--- src/rtl/branch_rs.sv ---
// rtl/branch_rs.sv - in-order branch reservation station with CDB wakeup; BRANCH_RS_CDB_BYPASS_EN enables head issue straight from the CDB
// Only the head entry may issue, so branches resolve in program order.
module branch_rs #(
    parameter int ROB_DEPTH = 4,
    parameter int RS_DEPTH  = 4
) (
    input  logic                         clk,
    input  logic                         rst,
    input  logic                         flush,
    input  logic                         dispatch_valid,
    output logic                         dispatch_ready,
    input  logic [31:0]                  dispatch_instr,
    input  logic [31:0]                  dispatch_pc,
    input  logic [31:0]                  dispatch_imm,
    input  logic [$clog2(ROB_DEPTH)-1:0] dispatch_rob_tag,
    input  logic                         dispatch_rs1_ready,
    input  logic                         dispatch_rs2_ready,
    input  logic [31:0]                  dispatch_rs1_v,
    input  logic [31:0]                  dispatch_rs2_v,
    input  logic [$clog2(ROB_DEPTH)-1:0] dispatch_rs1_tag,
    input  logic [$clog2(ROB_DEPTH)-1:0] dispatch_rs2_tag,
    input  logic                         cdb_valid_in,
    input  logic [$clog2(ROB_DEPTH)-1:0] cdb_tag_in,
    input  logic [31:0]                  cdb_data_in,
    output logic                         comp_issue,
    output logic [31:0]                  rs1_v,
    output logic [31:0]                  rs2_v,
    output logic [31:0]                  pc,
    output logic [31:0]                  imm,
    output logic [31:0]                  instr,
    output logic [$clog2(ROB_DEPTH)-1:0] branch_tag
);
    localparam int TW = $clog2(ROB_DEPTH);
    localparam int PW = $clog2(RS_DEPTH);
    localparam logic [PW-1:0] PTR_ONE  = (PW)'(1);
    localparam logic [PW:0]   CNT_ONE  = (PW+1)'(1);
    localparam logic [PW:0]   CNT_FULL = (PW+1)'(RS_DEPTH);

    logic [RS_DEPTH-1:0] valid_q, valid_d, rs1_rdy_q, rs1_rdy_d, rs2_rdy_q, rs2_rdy_d;
    logic [31:0]   instr_q [RS_DEPTH], instr_d [RS_DEPTH];
    logic [31:0]   pc_q [RS_DEPTH], pc_d [RS_DEPTH];
    logic [31:0]   imm_q [RS_DEPTH], imm_d [RS_DEPTH];
    logic [TW-1:0] rob_tag_q [RS_DEPTH], rob_tag_d [RS_DEPTH];
    logic [31:0]   rs1_v_q [RS_DEPTH], rs1_v_d [RS_DEPTH];
    logic [31:0]   rs2_v_q [RS_DEPTH], rs2_v_d [RS_DEPTH];
    logic [TW-1:0] rs1_tag_q [RS_DEPTH], rs1_tag_d [RS_DEPTH];
    logic [TW-1:0] rs2_tag_q [RS_DEPTH], rs2_tag_d [RS_DEPTH];

    logic [PW-1:0] head_q, head_d, tail_q, tail_d;
    logic [PW:0]   count_q, count_d;

    logic          comp_issue_q, comp_issue_d;
    logic [31:0]   iss_rs1_q, iss_rs1_d, iss_rs2_q, iss_rs2_d;
    logic [31:0]   iss_pc_q, iss_pc_d, iss_imm_q, iss_imm_d, iss_instr_q, iss_instr_d;
    logic [TW-1:0] iss_tag_q, iss_tag_d;

    logic          dispatch_fire, issue_fire, h1_rdy, h2_rdy;
    logic [31:0]   h1_v, h2_v;

    // Ready is taken from the registered count, so a full station never admits a dispatch even if it issues.
    assign dispatch_ready = (count_q < CNT_FULL);
    assign dispatch_fire  = dispatch_valid && dispatch_ready && !flush;

    always_comb begin
        valid_d   = valid_q;
        rs1_rdy_d = rs1_rdy_q;
        rs2_rdy_d = rs2_rdy_q;
        instr_d   = instr_q;
        pc_d      = pc_q;
        imm_d     = imm_q;
        rob_tag_d = rob_tag_q;
        rs1_v_d   = rs1_v_q;
        rs2_v_d   = rs2_v_q;
        rs1_tag_d = rs1_tag_q;
        rs2_tag_d = rs2_tag_q;
        head_d    = head_q;
        tail_d    = tail_q;
        count_d   = count_q;

        for (int i = 0; i < RS_DEPTH; i++) begin
            if (cdb_valid_in && valid_q[i]) begin
                if (!rs1_rdy_q[i] && rs1_tag_q[i] == cdb_tag_in) begin
                    rs1_rdy_d[i] = 1'b1;
                    rs1_v_d[i]   = cdb_data_in;
                end
                if (!rs2_rdy_q[i] && rs2_tag_q[i] == cdb_tag_in) begin
                    rs2_rdy_d[i] = 1'b1;
                    rs2_v_d[i]   = cdb_data_in;
                end
            end
        end

        h1_rdy = rs1_rdy_q[head_q];
        h1_v   = rs1_v_q[head_q];
        h2_rdy = rs2_rdy_q[head_q];
        h2_v   = rs2_v_q[head_q];
`ifdef BRANCH_RS_CDB_BYPASS_EN
        if (!h1_rdy && cdb_valid_in && rs1_tag_q[head_q] == cdb_tag_in) begin
            h1_rdy = 1'b1;
            h1_v   = cdb_data_in;
        end
        if (!h2_rdy && cdb_valid_in && rs2_tag_q[head_q] == cdb_tag_in) begin
            h2_rdy = 1'b1;
            h2_v   = cdb_data_in;
        end
`endif
        issue_fire = valid_q[head_q] && h1_rdy && h2_rdy && !flush;

        comp_issue_d = issue_fire;
        iss_rs1_d    = iss_rs1_q;
        iss_rs2_d    = iss_rs2_q;
        iss_pc_d     = iss_pc_q;
        iss_imm_d    = iss_imm_q;
        iss_instr_d  = iss_instr_q;
        iss_tag_d    = iss_tag_q;
        if (issue_fire) begin
            iss_rs1_d      = h1_v;
            iss_rs2_d      = h2_v;
            iss_pc_d       = pc_q[head_q];
            iss_imm_d      = imm_q[head_q];
            iss_instr_d    = instr_q[head_q];
            iss_tag_d      = rob_tag_q[head_q];
            valid_d[head_q] = 1'b0;
            head_d         = head_q + PTR_ONE;
        end

        // Tail is never the issuing head: equal pointers mean empty (nothing issues) or full (no dispatch).
        if (dispatch_fire) begin
            valid_d[tail_q]   = 1'b1;
            instr_d[tail_q]   = dispatch_instr;
            pc_d[tail_q]      = dispatch_pc;
            imm_d[tail_q]     = dispatch_imm;
            rob_tag_d[tail_q] = dispatch_rob_tag;
            rs1_tag_d[tail_q] = dispatch_rs1_tag;
            rs2_tag_d[tail_q] = dispatch_rs2_tag;
            rs1_rdy_d[tail_q] = dispatch_rs1_ready;
            rs1_v_d[tail_q]   = dispatch_rs1_v;
            rs2_rdy_d[tail_q] = dispatch_rs2_ready;
            rs2_v_d[tail_q]   = dispatch_rs2_v;
            if (!dispatch_rs1_ready && cdb_valid_in && dispatch_rs1_tag == cdb_tag_in) begin
                rs1_rdy_d[tail_q] = 1'b1;
                rs1_v_d[tail_q]   = cdb_data_in;
            end
            if (!dispatch_rs2_ready && cdb_valid_in && dispatch_rs2_tag == cdb_tag_in) begin
                rs2_rdy_d[tail_q] = 1'b1;
                rs2_v_d[tail_q]   = cdb_data_in;
            end
            tail_d = tail_q + PTR_ONE;
        end

        unique case ({dispatch_fire, issue_fire})
            2'b10:   count_d = count_q + CNT_ONE;
            2'b01:   count_d = count_q - CNT_ONE;
            default: count_d = count_q;
        endcase

        if (flush) begin
            valid_d = '0;
            head_d  = '0;
            tail_d  = '0;
            count_d = '0;
        end
    end

    always_ff @(posedge clk) begin
        if (rst) begin
            valid_q      <= '0;
            rs1_rdy_q    <= '0;
            rs2_rdy_q    <= '0;
            head_q       <= '0;
            tail_q       <= '0;
            count_q      <= '0;
            comp_issue_q <= 1'b0;
            iss_rs1_q    <= '0;
            iss_rs2_q    <= '0;
            iss_pc_q     <= '0;
            iss_imm_q    <= '0;
            iss_instr_q  <= '0;
            iss_tag_q    <= '0;
        end else begin
            valid_q      <= valid_d;
            rs1_rdy_q    <= rs1_rdy_d;
            rs2_rdy_q    <= rs2_rdy_d;
            head_q       <= head_d;
            tail_q       <= tail_d;
            count_q      <= count_d;
            comp_issue_q <= comp_issue_d;
            iss_rs1_q    <= iss_rs1_d;
            iss_rs2_q    <= iss_rs2_d;
            iss_pc_q     <= iss_pc_d;
            iss_imm_q    <= iss_imm_d;
            iss_instr_q  <= iss_instr_d;
            iss_tag_q    <= iss_tag_d;
        end
    end

    // Payload storage is qualified by valid bits and needs no reset.
    always_ff @(posedge clk) begin
        instr_q   <= instr_d;
        pc_q      <= pc_d;
        imm_q     <= imm_d;
        rob_tag_q <= rob_tag_d;
        rs1_v_q   <= rs1_v_d;
        rs2_v_q   <= rs2_v_d;
        rs1_tag_q <= rs1_tag_d;
        rs2_tag_q <= rs2_tag_d;
    end

    assign comp_issue = comp_issue_q;
    assign rs1_v      = iss_rs1_q;
    assign rs2_v      = iss_rs2_q;
    assign pc         = iss_pc_q;
    assign imm        = iss_imm_q;
    assign instr      = iss_instr_q;
    assign branch_tag = iss_tag_q;
endmodule
--- config.mk ---
export PLATFORM = sky130hd
export DESIGN_NAME = branch_rs
export DESIGN_NICKNAME = d
export VERILOG_FILES = /design/src/rtl/branch_rs.sv
export SDC_FILE = /design/constraint.sdc
export NUM_CORES = 1
export LEC_CHECK = 0
export CORE_MARGIN = 2
export CORE_UTILIZATION = 40
export DETAILED_ROUTE_END_ITERATION = 8
export PLACE_DENSITY = 0.68
export SETUP_SLACK_MARGIN = 0.1
export SYNTH_ARGS = -nofsm -noshare
export SYNTH_HDL_FRONTEND = slang
export SYNTH_SLANG_ARGS = --single-unit
--- constraint.sdc ---
create_clock -name clk -period 5.1 [get_ports clk]
set_input_delay 0.51 -clock clk [delete_from_list [all_inputs] [get_ports clk]]
set_output_delay 0.51 -clock clk [all_outputs]
set_load 0.01 [all_outputs]
==> key figures, run 1 <==
CTS
  – Post-CTS sizing: 0
  – Clk Latency, worst-skew pair: 0.65 ns
  – CTS Sinks: 846
  – CTS H-tree lvls: 3
  – Total CTS buffers: 90
  – Clock Pin Slew Worst Setup and Hold Paths: 0.06 ns
  – # hold bufs at CTS: 0
  – Post-CTS Setup Bufs: 0
  – Max Root-Sink Buffers: 3
  – Root buf cell: clkbuf_16
  – CTS tree: built

Power and ir drop
  – Sequential Power Share: 0.491
  – Total power: 15.6 mW
  – Switch share: 0.222
  – NetSw: 3.47 mW
  – Peak supply drop: 0.247 mV
  – Power share of the clock group: 0.441
  – PD cells: 380 mW/mm2
  – Internal: 12.1 mW
  – LEAKAGE: 13.5 nW
  – Gate power share: 0.067

Yosys
  – Yosys top cell by area: edfxtp_1
  – Seq cells post-synth: 846
  – Post-synth top area share: 0.368
  – Netlist cell types: 47
  – Post-Syn Area: 0.0333 mm2
  – Synthesized area per cell: 13.9 um2
  – Synth area leaders: edfxtp_1 37%, dfxtp_1 26%, mux4_2 11%
  – Synth Instances: 2399
  – Syn Nets: 2616
  – Warnings, synthesis: 0
  – Sequential element share of the synthesized area: 0.631

Route
  – Routed Antenna Nets: 0
  – WL met2: 48200 um
  – Max Used Layer: met5
  – DRT met1 WL: 36200 um
  – WL met3: 8260 um
  – # DRC: 0
  – First DRT Iteration DRCs: 2170
  – Routed wire length: 96500 um
  – Via count: 22900
  – Vias per inst: 5.97
  – WL per Instance: 25.1 um
  – Drt pass-1 iters: 5

STA
  – Worst Max-Slew Pin Slew: 1.18 ns
  – Fmax: 0.278 GHz
  – TNS Setup: 0 ns
  – Unrepaired setup endpoints after global routing: false
  – Skew final: 0.0372 ns
  – Final period util: 0.705
  – Slew Viols, Final: 0
  – Final Hold Fails: 0
  – Slew HR: 0.213
  – Min cycle time layout: 3.60 ns
  – Setup-failing EPs final: 0
  – WHS: 0.371 ns

Setup path
  – Crit end category: flop
  – Crit path max fanout: 90
  – WP data required: 5.65 ns
  – CP Launch Type: flop
  – Critical path type: reg2reg
  – CP arrival: 4.15 ns
  – Crit path from: head_q[0]
  – Reg-to-reg startpoint: head_q[0]

Floorplanning
  – # IOs: 371
  – Chip Width: 292 um
  – Initial core utilization: 0.405
  – Die area: 0.0856 mm2
  – Core Area: 0.0822 mm2
  – Row count: 105
  – Die height: 292 um

Run status
  – Status: complete, no violations

Placement
  – Buffers on Ports: 370
  – Global placement routability congestion: 0.794
  – HPWL after DPL: 54900 um

Global route
  – Vias in the first global route: 23800
  – Largest net degree at the start of global routing: 167
  – Total gr overflow: 0
  – First-pass GRT wire length: 144000 um
  – GRT Total Usage: 0.220
  – Antenna violations before repair: 19

Finish
  – Most frequent cells in the layout: 436 x dfxtp_1, 408 x edfxtp_1, 368 x clkdlybuf4s50_1
  – Share of layout cells above drive strength 1: 0.134
  – Layout area overhead: 23.3%
  – Fin nets: 2909
  – Layout fillers: 6864
  – FF+latch area: 0.0210 mm2
  – Area of the multi-input gates: 0.0112 mm2
  – Most common cell after layout, fill and taps aside: dfxtp_1

Run
  – Maximum Capacitance Violations: 0

Hold path
  – Hold Path Class: in2reg
  – Worst min-delay path startpoint: flush
-- stage by stage --
step / std cells / worst slack (ns) / util / cell area [um2]
detailed placement: 3670 / 1.42 / 0.460 / 37900
floorplan: 2399 / 0.895 / - / 33300
CTS: 3837 / 1.35 / 0.499 / 41000
global placement: 3670 / 1.39 / 0.460 / 37900
global route: 3840 / 1.17 / 0.499 / 41000
finish: 3841 / 1.50 / 0.499 / 41000
-- metal layers --
metal,track usage,up-vias
li1,-,10000
met1,0.265,11400
met2,0.379,1181
met3,0.0514,249
met4,0.0903,28
met5,0,-
-- state kept, by name (all words and copies together), names as in the netlist, 8 cells and up --
| name | flops |
|---|---|
| imm | 32 |
| imm_q | 128 |
| instr | 32 |
| instr_q | 128 |
| pc | 32 |
| pc_q | 128 |
| rob_tag_q | 8 |
| rs1_tag_q | 8 |
| rs1_v | 32 |
| rs1_v_q | 128 |
| rs2_tag_q | 8 |
| rs2_v | 32 |
| rs2_v_q | 128 |
-- worst max-delay path, stage by stage (launching register included) --
cell and delay, ns:
dfxtp_4 0.93, a41oi_1 0.32, a32o_4 0.70, nor2_4 0.26
ha_1 0.21, inv_1 0.06, fa_1 0.38, xor2_1 0.16
or3_1 0.30, a21oi_1 0.15
-- kinds of logic after synthesis --
family,count (synthesis),share of synthesized area
AOI/OAI and AO/OA,722,0.123
adders and majority gates,10,0.00398
buffers and inverters,255,0.0360
and+or+nand+nor,379,0.0889
DFF,846,0.631
xor gates and xnor gates,23,0.00605
muxes,164,0.110
-- Yosys cell counts, drive strengths merged --
cell type / instances
dfxtp: 438
edfxtp: 408
o22ai: 262
a21oi: 260
o21ai: 168
nand2b: 164
mux4: 162
or4b: 162
buf: 109
clkbuf: 96
inv: 49
nor2: 13
xnor2: 13
xor2: 10
ha: 9
nand2: 9
o31ai: 8
nand3: 7
a221oi: 6
a41o: 6
a31oi: 5
nor3: 5
nand4bb: 4
or3: 4
a211oi: 3
and2: 3
mux2i: 2
nand4b: 2
nor2b: 2
o41ai: 2
or4: 2
a32o: 1
a41oi: 1
clkinv: 1
fa: 1
nand4: 1
or2: 1
-- final timing paths --
path | endpoint | slack (ns) | cells past startpoint
max | count_q[2] | 1.50 | 9
min | instr[29] | 0.37 | 3
max reg2reg | count_q[2] | 1.50 | 9
min reg2reg | pc[12] | 0.46 | 2
-- power by group through the flow --
| stage | logic [mW] | clock network (mW) | registers (mW) |
|---|---|---|---|
| floorplan | 0.610 | 0 | 7.75 |
| global placement | 0.975 | 0 | 7.76 |
| detailed placement | 1.03 | 0 | 7.80 |
| CTS | 1.03 | 7.01 | 7.66 |
| global route | 1.12 | 7.28 | 7.69 |
| finish | 1.05 | 6.89 | 7.67 |
-- cell type report --
cell class,count,area share
Timing Repair Buffer,406,0.0993
Sequential cell,846,0.512
Inverter,50,0.00482
Tap cell,1070,0.0326
Clock inverter,44,0.0146
Multi-Input combinational cell,1298,0.274
Antenna cell,4,0.000244
Clock buffer,123,0.0626
Power figures use the tool's default switching activity.
==> inputs of run 2 (changes only) <==
--- a/config.mk
+++ b/config.mk
@@ -8,7 +8,7 @@
 export CORE_MARGIN = 2
 export CORE_UTILIZATION = 40
 export DETAILED_ROUTE_END_ITERATION = 8
-export PLACE_DENSITY = 0.68
+export PLACE_DENSITY = 0.7
 export SETUP_SLACK_MARGIN = 0.1
 export SYNTH_ARGS = -nofsm -noshare
 export SYNTH_HDL_FRONTEND = slang
==> constraint.sdc (replaced) <==
create_clock -name clk -period 2.9 [get_ports clk]
set_input_delay 0.29 -clock clk [delete_from_list [all_inputs] [get_ports clk]]
set_output_delay 0.29 -clock clk [all_outputs]
set_load 0.01 [all_outputs]
==> run 2 against run 1 <==
  * Worst hold slack got worse by 0.094 ns
  * Sequential power rose by 76%
  * Non-clock buffer count rose by 36
  * Final area rose by 0.93%
  * Clock power rose by 70%
  * Routed wire length fell by 0.42%
  * Global-route usage fell by 0.12 points
  * Via count rose by 0.75%
  * Critical path type unchanged
  * Critical endpoint unchanged
  * Largest cell class unchanged
==> key figures, run 2 (synthesis gave the netlist of run 1 again) <==
STA
  – Fmax: 0.408 GHz
  – Worst Max-Slew Pin Slew: 1.07 ns
  – Min cycle time layout: 2.45 ns
  – Slew HR: 0.289
  – Final period util: 0.844
  – Skew final: 0.0755 ns
  – TNS Setup: 0 ns
  – Slew Viols, Final: 0
  – Unrepaired setup endpoints after global routing: false
  – Final Hold Fails: 0
  – Setup-failing EPs final: 0

Setup path
  – CP arrival: 3.02 ns
  – Delay-heaviest family, CP: simple AND/OR/NAND/NOR gates
  – CP Depth: 9
  – CP max stage cell: dfxtp_1
  – WP data required: 3.47 ns
  – Critical-path cell list: nand4b_1 > a32o_4 > nor2_4 > ha_1 > inv_1 > fa_1 > xor2_1 > or3_1 > a21oi_1
  – CP Launch Type: flop
  – Worst R2R Path Depth: 9
  – Critical path type: reg2reg
  – Critical path buffers and inverters: 1
  – Crit path max fanout: 4
  – Crit end category: flop
  – Slowest stage delay, CP: 0.44 ns

Global route
  – GRT Total Usage: 0.219
  – Grt peak-use layer: met2
  – Antenna violations before repair: 19
  – Met2 usage: 0.377
  – Vias in the first global route: 24200
  – First-pass GRT wire length: 144000 um
  – M1 GR Usage: 0.260
  – Total gr overflow: 0
  – Grt met3 use: 0.0543
  – Largest net degree at the start of global routing: 167

Power and ir drop
  – Internal: 20.9 mW
  – PD cells: 654 mW/mm2
  – Sequential Power Share: 0.498
  – Switch share: 0.227
  – LEAKAGE: 13.7 nW
  – Gate power share: 0.069
  – NetSw: 6.15 mW
  – Power share of the clock group: 0.433
  – Peak supply drop: 0.548 mV

Route
  – Routed wire length: 96100 um
  – WL per Instance: 24.8 um
  – # DRC: 0
  – Routed Antenna Nets: 0
  – Vias per inst: 5.95
  – Drt pass-1 iters: 8
  – Via count: 23100
  – First DRT Iteration DRCs: 2261

Finish
  – Layout area overhead: 24.4%
  – Most common cell after layout, fill and taps aside: dfxtp_1
  – Final core utilization: 0.504
  – Most frequent cells in the layout: 436 x dfxtp_1, 408 x edfxtp_1, 368 x clkdlybuf4s50_1
  – Fin nets: 2943
  – Share of layout cells above drive strength 1: 0.147

Floorplanning
  – Row count: 105
  – # IOs: 371
  – Die height: 292 um
  – Initial core utilization: 0.405
  – Core Area: 0.0822 mm2
  – Chip Width: 292 um
  – Die area: 0.0856 mm2

CTS
  – CTS Sinks: 846
  – Clk Latency, worst-skew pair: 0.66 ns
  – Max Root-Sink Buffers: 3
  – Total CTS buffers: 88
  – Root buf cell: clkbuf_16
  – Clock Pin Slew Worst Setup and Hold Paths: 0.07 ns
  – CTS H-tree lvls: 3
  – CTS tree: built

Placement
  – HPWL after DPL: 57100 um
  – Global placement routability congestion: 0.839
  – Buffers on Ports: 370

Run status
  – Status: complete, no violations

Hold path
  – Hold Crit Depth: 1
  – Hold Path Class: in2reg

Run
  – Maximum Capacitance Violations: 0
## run 2: area by class of cell
cell class	count	area, um2
clock inverters	42	507
well taps	1070	1340
inverters	50	200
repair buffers	442	4540
diodes	12	30.0
multi-input cells	1298	11200
clock buffers	122	2560
flip-flops and latches	846	21000
fillers	6852	40800
## run 2: metal layers
metal,part of all wire,vias up
met5,0.00089,-
met4,0.031,14
met3,0.086,217
met2,0.50,1160
met1,0.38,11600
li1,-,10100
## run 2: power by group through the flow
stage               clock network, mW  logic (mW)  registers (mW)
floorplan                           0        1.07            13.6
global placement                    0        1.73            13.7
detailed placement                  0        1.83            13.7
CTS                              11.9        1.85            13.5
global route                     12.4        2.02            13.5
finish                           11.7        1.87            13.5
## run 2: timing repair
action	4_1_cts	5_1_grt
hold buffers	1	0
hold endpoints to repair	1	0
buffers inserted	0	0
resized for setup	0	0
endpoints found under the setup margin	0	0
## run 2: metrics by stage
stage | hold WS, ns | area, um2 | worst slack, ns | cells | power (mW)
CTS | 0.227 | 41400 | 0.459 | 3870 | 27.2
floorplan | 0.389 | 33300 | 0.267 | 2399 | 14.7
global route | 0.252 | 41400 | 0.352 | 3881 | 27.9
detailed placement | 0.452 | 38300 | 0.125 | 3705 | 15.6
finish | 0.277 | 41400 | 0.451 | 3882 | 27.1
global placement | 0.452 | 38300 | 0.219 | 3705 | 15.4
## run 2: final timing paths
kind	start	endpoint	slack [ns]
max	rs1_rdy_q[0]	count_q[2]	0.45
min	dispatch_imm[8]	imm_q[72]	0.28
max reg2reg	rs1_rdy_q[0]	count_q[2]	0.45
min reg2reg	rs1_v[6]	rs1_v[6]	0.46
==> edit, RTL diff (flow settings as in run 2) <==
`ROB_DEPTH`: 4 -> 8.
--- a/src/rtl/branch_rs.sv
+++ b/src/rtl/branch_rs.sv
@@ -3,3 +3,3 @@
 module branch_rs #(
-    parameter int ROB_DEPTH = 4,
+    parameter int ROB_DEPTH = 8,
     parameter int RS_DEPTH  = 4
Interface: changed (5 resized); port bits go from 371 to 376. No check against the original RTL was run, so the function may have changed too.
==> edit against run 2 <==
Power barely moved; critical path depth fell by 4; wire length barely moved; worst setup slack got worse by 39 ps; sequential cell count rose by 13; non-clock buffer count rose by 11; final cell count rose by 0.41%; combinational power rose by 2%; clock skew fell by 35 ps; cell area fell by 0.80%; global-route usage rose by 0.12 points; synthesized area fell by 0.51%; synthesized cell count rose by 0.58%; core utilization fell by 0.24 points.
==> edit: results (changes against run 2) <==
Clk network pwr share 0.424 (-0.009); sequential area share after synthesis 0.646 (+0.0147); R2R Setup Slk 410 ps (-40 ps); Pre-Repair DR Iteration Count 6 (-2); Reg-to-Reg End rs1_v[30]; initial antenna violation count 18 (-1); FF-to-FF path depth 5 (-4); XOR/XNOR share of the synthesized area 0.00899 (+0.00294); pre-CTS setup slack 156 ps (+31.5 ps); IR drop worst, VDD 543 uV (-0.93%); cts bufs inserted 90 (+2.3%); gpl congestion 0.812 (-3.3%); Slew headroom 0.361 (+0.0724); Compound-Gate Fraction of Synth Area 0.138 (+0.0152); Setup crit start head_q[0]; crit-path max FO 31 (+27); largest net degree at the start of global routing 169 (+1.2%); status completed; min-delay src rst; Port Buf Inserts 375 (+1.4%); share of cells above drive strength 1 0.151 (+0.00406); most area-consuming cells after synthesis edfxtp_1, dfxtp_1, mux4_2; Fillers 6,886 (+0.50%); CP max stage delay 610 ps (+170 ps); minimum clock period after layout 2490 ps (+39.5 ps); Synth top cells by count dfxtp_1, edfxtp_1, a21oi_1
## edit: final cells by class
cell class                      count  area [sq um]  area share
Clock inverter                     33           453      0.0110
Clock buffer                      129          2540      0.0618
Multi-Input combinational cell   1304         10400       0.254
Inverter                           46           208     0.00505
Antenna cell                        4          10.0    0.000244
Sequential cell                   859         21400       0.521
Tap cell                         1070          1340      0.0326
Timing Repair Buffer              453          4720       0.115
## edit: metal layers
| metal | vias to the layer above | wire (um) | track usage |
|---|---|---|---|
| li1 | 10000 | - | - |
| met1 | 11700 | 36800 | 0.275 |
| met2 | 1253 | 46600 | 0.362 |
| met3 | 240 | 9600 | 0.0627 |
| met4 | 30 | 2930 | 0.0835 |
| met5 | - | 195 | 0 |
## edit: worst min path at each step
stage                            to  slack (ps)
after floorplan            imm_q[0]         390
after global placement    rs1_v[16]         440
after detailed placement   instr[9]         450
after CTS                    imm[1]          30
after global routing         imm[1]          50
final                        imm[1]          50
